==> config.mk <==
export PLATFORM = sky130hd
export DESIGN_NAME = fan_pwm_driver
export DESIGN_NICKNAME = d
export VERILOG_FILES = /design/src/rtl/fan_pwm_driver.sv
export SDC_FILE = /design/constraint.sdc
export NUM_CORES = 1
export LEC_CHECK = 0
export CORE_MARGIN = 5
export CORE_UTILIZATION = 51
export CTS_CLUSTER_SIZE = 14
export DETAILED_ROUTE_END_ITERATION = 10
export GPL_ROUTABILITY_DRIVEN = 0
export GPL_TIMING_DRIVEN = 0
export PLACE_DENSITY_LB_ADDON = 0.25
export SETUP_SLACK_MARGIN = 0.1
export SLEW_MARGIN = 20
export SYNTH_ARGS = -nofsm -noshare
export SYNTH_HDL_FRONTEND = slang
export SYNTH_SLANG_ARGS = --single-unit
==> constraint.sdc <==
create_clock -name clk_i -period 1.7 [get_ports clk_i]
set_clock_uncertainty 0.15 [all_clocks]
set_input_delay 0.425 -clock clk_i [delete_from_list [all_inputs] [get_ports clk_i]]
set_output_delay 0.425 -clock clk_i [all_outputs]
set_load 0.02 [all_outputs]
==> src/rtl/fan_pwm_driver.sv <==
// Fan PWM stage: turns the signed PID output into a PWM waveform with a full-on spin-up
// kick and a minimum running duty, and emits the PID sample strobe on period boundaries.
module fan_pwm_driver #(
    parameter int ADC_BITWIDTH   = 8,
    parameter int PWM_PRESCALE   = 4,
    parameter int MIN_DUTY       = 32,
    parameter int KICK_PERIODS   = 16,
    parameter int SAMPLE_PERIODS = 4
) (
    input  logic                           clk_i,
    input  logic                           rstn_i,
    input  logic                           en_i,
    input  logic signed [ADC_BITWIDTH:0]   PID_value_i,
    output logic                           pwm_o,
    output logic                           clk_en_PID_o,
    output logic [1:0]                     state_o
);

    localparam int PW = (PWM_PRESCALE   > 1) ? $clog2(PWM_PRESCALE)   : 1;
    localparam int KW = (KICK_PERIODS   > 1) ? $clog2(KICK_PERIODS)   : 1;
    localparam int SW = (SAMPLE_PERIODS > 1) ? $clog2(SAMPLE_PERIODS) : 1;

    localparam logic [ADC_BITWIDTH-1:0] CNT_MAX    = '1;
    localparam logic [ADC_BITWIDTH-1:0] MIN_D      = ADC_BITWIDTH'(MIN_DUTY);
    localparam logic [PW-1:0]           PRESC_LAST = PW'(PWM_PRESCALE - 1);
    localparam logic [KW-1:0]           KICK_LAST  = KW'(KICK_PERIODS - 1);
    localparam logic [SW-1:0]           SAMP_LAST  = SW'(SAMPLE_PERIODS - 1);

    typedef enum logic [1:0] {
        ST_OFF  = 2'd0,
        ST_KICK = 2'd1,
        ST_RUN  = 2'd2
    } state_t;

    state_t                  r_state;
    logic [PW-1:0]           r_presc;
    logic [ADC_BITWIDTH-1:0] r_cnt;
    logic [KW-1:0]           r_kick;
    logic [SW-1:0]           r_samp;
    logic [ADC_BITWIDTH-1:0] r_duty;
    logic                    r_pwm;
    logic                    r_stb;

    logic                    w_tick;
    logic                    w_wrap;
    logic [ADC_BITWIDTH-1:0] w_req;
    logic                    w_req_nz;
    logic [ADC_BITWIDTH-1:0] w_duty_new;
    logic                    w_level;

    assign w_tick = (r_presc == PRESC_LAST);
    assign w_wrap = w_tick && (r_cnt == CNT_MAX);

    // Non-positive requests mean "fan off"; positives are already clamped upstream.
    always_comb begin
        w_req = '0;
        if (!PID_value_i[ADC_BITWIDTH] && (PID_value_i[ADC_BITWIDTH-1:0] != '0)) begin
            w_req = PID_value_i[ADC_BITWIDTH-1:0];
        end
    end

    assign w_req_nz   = (w_req != '0);
    assign w_duty_new = (w_req > MIN_D) ? w_req : MIN_D;

    // Full-scale duty must stay high through cnt == max, which cnt < duty would miss.
    always_comb begin
        w_level = 1'b0;
        case (r_state)
            ST_KICK: w_level = 1'b1;
            ST_RUN:  w_level = (r_duty == CNT_MAX) || (r_cnt < r_duty);
            default: w_level = 1'b0;
        endcase
    end

    always_ff @(posedge clk_i or negedge rstn_i) begin
        if (!rstn_i) begin
            r_state <= ST_OFF;
            r_presc <= '0;
            r_cnt   <= '0;
            r_kick  <= '0;
            r_samp  <= '0;
            r_duty  <= '0;
            r_pwm   <= 1'b0;
            r_stb   <= 1'b0;
        end else if (!en_i) begin
            r_state <= ST_OFF;
            r_presc <= '0;
            r_cnt   <= '0;
            r_kick  <= '0;
            r_samp  <= '0;
            r_pwm   <= 1'b0;
            r_stb   <= 1'b0;
        end else begin
            r_pwm <= w_level;
            r_stb <= 1'b0;
            if (w_tick) begin
                r_presc <= '0;
                r_cnt   <= r_cnt + ADC_BITWIDTH'(1);
            end else begin
                r_presc <= r_presc + PW'(1);
            end
            // Request, state and duty are only looked at on period boundaries.
            if (w_wrap) begin
                if (r_samp == SAMP_LAST) begin
                    r_samp <= '0;
                    r_stb  <= 1'b1;
                end else begin
                    r_samp <= r_samp + SW'(1);
                end
                case (r_state)
                    ST_OFF: begin
                        if (w_req_nz) begin
                            r_state <= ST_KICK;
                            r_kick  <= '0;
                        end
                    end
                    ST_KICK: begin
                        if (!w_req_nz) begin
                            r_state <= ST_OFF;
                        end else if (r_kick == KICK_LAST) begin
                            r_state <= ST_RUN;
                            r_duty  <= w_duty_new;
                        end else begin
                            r_kick <= r_kick + KW'(1);
                        end
                    end
                    ST_RUN: begin
                        if (!w_req_nz) begin
                            r_state <= ST_OFF;
                        end else begin
                            r_duty <= w_duty_new;
                        end
                    end
                    default: r_state <= ST_OFF;
                endcase
            end
        end
    end

    assign pwm_o        = r_pwm;
    assign clk_en_PID_o = r_stb;
    assign state_o      = r_state;

endmodule
==> impl_metrics.ini, run 1 <==
[critical_path]
cp-start-kind = flip-flop
path_class = reg2reg
cp_max_fo = 7
cp-end-kind = flip-flop
r2r_slack_ns = -0.11
worstPathRequired_ns = 1.79
critPathArrivalTime_ns = 1.90

[logic_synthesis]
synth_top_area_share_pct = 40.6
yosysSeqAreaShare_pct = 40.6
synth.most_common_cell = dfrtp_1
syn_nets = 198
synth_ff_type = dfrtp_1
netlist_instances = 171
synth_commonest_cells = dfrtp_1 (28), nand2_1 (22), ha_1 (15), inv_1 (12), o21ai_0 (12)
ys_async_sr_fraction_pct = 100
ys_types = 44
yosys_register_bits = 28
synth_area_leader_cell = dfrtp_1
yosys-top-cells-area = dfrtp_1 (41%), ha_1 (11%), nand2_1 (4.8%), o21ai_0 (3.5%), mux2i_1 (2.9%)
synth_edf_count = 0
syn-cell-area_um2 = 1730
yosys_warnings = 0
synth.avg_cell_area_um2 = 10.1

[die]
ios = 16
die_w_um = 68.2
initial_utilization_pct = 52.1
die_area_um2 = 4650
die_height_um = 68.2
coreArea_um2 = 3310
fp-row-count = 21

[route]
drtIter0Drc = 83
routed_wl_mm = 4.53
ant_nets = 0
wl_per_cell_um = 16.6
dr.pass1.iters = 4
drcViolationCount = 0
viasPerCell = 5.53
num_vias = 1511

[timing]
setup_slack_ns = -0.107
period_share_pct = 106
whs_ns = 0.174
slew_viol_final = 0
setup_viol = 15
relSlewSlack_pct = 58.4
max_freq_mhz = 553
final_hold_viol_count = 0
tightest_slew_ns = 0.624
period_minus_slack_ns = 1.81
rsz0062_at_grt = yes

[layout]
final_area_um2 = 2420
finalNetCount = 255
area_growth_pct = 40.5
antenna_cells = 0
stdcell_count = 273
drive_gt1_share_pct = 41.0

[global_routing]
track_usage_pct = 20.7
antenna_found_initial = 0
grt_pass1_vias = 1547
grt_pass1_wl_mm = 7.13
grt_overflow = 0
grt_max_degree = 29

[min_path]
hp-class = in2reg

[clock_tree]
cts_made_buffers = 3
cts_tree = built
cts.sinks = 28
clock_latency_ns = 0.34
cts.clk_slew.worst_paths_ns = 0.16
htree_levels = 1
cts_root_buffer = clkbuf_4
cts_max_path_buffers = 2

[placed_design]
io_buffers = 15
placed_cell_area_um2 = 1970
dp_hpwl_mm = 2.61
dp_cells = 232

[power]
power.static_leakage_uw = 0.00110
ir_worst_vdd_v = 0.000305
power_density_nw_per_um2 = 472

[outcome]
run_status = complete, but fails checks
violations = negative setup slack

[job]
drv_cap = 0
state kept, by name (all words and copies together), names as in the netlist:
name	flops
r_cnt	8
state_o	2
r_kick	4
pwm_o	1
r_duty	8
r_samp	2
r_presc	2
clk_en_PID_o	1
logic make-up after synthesis:
logic type	after synthesis	synth area share, %
AO/OA/AOI/OAI	33	14.6
XOR/XNOR	6	3.05
adder cells (fa/ha/maj)	15	10.9
buffers and inverters	17	5.00
flip-flops	28	40.6
multiplexers	5	2.90
AND/OR/NAND/NOR	67	23.0
layout by cell type (no fill, tap or decap), types with 3 or more instances in the layout:
| cell type | n |
|---|---|
| and2_1 | 7 |
| buf_2 | 4 |
| buf_4 | 33 |
| buf_6 | 9 |
| clkbuf_2 | 3 |
| clkbuf_4 | 3 |
| dfrtp_1 | 24 |
| dfrtp_2 | 4 |
| dlygate4sd2_1 | 5 |
| ha_1 | 6 |
| ha_2 | 3 |
| ha_4 | 6 |
| inv_1 | 9 |
| mux2i_1 | 5 |
| nand2_1 | 19 |
| nand2_2 | 3 |
| nand2b_1 | 3 |
| nand3_1 | 3 |
| nand4_1 | 5 |
| nand4_4 | 3 |
| nor2_1 | 5 |
| nor2b_1 | 3 |
| o211ai_1 | 3 |
| o21ai_1 | 10 |
| xnor2_1 | 4 |
power by group:
group	switching, uW	internal (uW)	leakage (uW)
sequential	4.17	674	0.000377
clock	211	132	0.0000210
combinational	66.8	57.3	0.000705
total	282	863	0.00110
layout make-up:
type	count	area, um^2
Inverter	12	47.5
Timing Repair Buffer	53	423
Clock buffer	4	36.3
Fill cell	235	887
Multi-Input combinational cell	126	1120
Sequential cell	28	706
Buffer	4	35.0
Tap cell	46	57.6
critical path, stage by stage (launching register included):
cell       delay [ns]
dfrtp_2          0.49
ha_4             0.20
nand4_1          0.14
buf_4            0.15
o2111ai_4        0.18
o211ai_1         0.27
o41ai_1          0.11
per-stage QoR:
step | TNS, ns | setup slack, ns | total power [uW] | utilization (%)
floorplan | -0.698 | -0.0891 | 733 | -
global placement | -16.93 | -0.551 | 789 | 59.6
detailed placement | -7.91 | -0.584 | 791 | 59.4
CTS | -0.0980 | -0.0474 | 1140 | 70.3
global route | -1.97 | -0.153 | 1180 | 73.2
finish | -0.654 | -0.107 | 1140 | 73.2
metal layers:
layer / track usage [%] / wire [um]
met1: 25.2 / 1890
met2: 36.6 / 2400
met3: 1.31 / 148
met4: 10.4 / 93
met5: 0 / 0
worst paths after layout:
check | cells after the start | end | from
max in group asynchronous | 2 | state_o[0] | rstn_i
min in group asynchronous | 2 | r_cnt[4] | rstn_i
setup reg to reg | 6 | r_kick[2] | state_o[0]
hold / removal | 3 | r_duty[2] | PID_value_i[2]
hold reg to reg | 2 | r_duty[2] | r_duty[2]
setup / recovery | 6 | r_kick[2] | state_o[0]
what timing repair did:
action                                  in CTS  in global routing
pin swaps                                   17                 12
hold endpoints to repair                    28                  0
cloned                                       1                  0
endpoints found under the setup margin      21                 27
resized for setup                           62                 18
hold buffers                                 1                  0
setup buffers                               28                  9
No activity file was read; power rests on OpenSTA's default activity.
==> run 2, diff against run 1 <==
--- a/config.mk
+++ b/config.mk
@@ -9,7 +9,6 @@
 export CORE_UTILIZATION = 51
 export CTS_CLUSTER_SIZE = 14
 export DETAILED_ROUTE_END_ITERATION = 10
-export GPL_ROUTABILITY_DRIVEN = 0
 export GPL_TIMING_DRIVEN = 0
 export PLACE_DENSITY_LB_ADDON = 0.25
 export SETUP_SLACK_MARGIN = 0.1
==> results of run 2 <==
The final DEF is identical to that of run 1; final timing and power are the same.
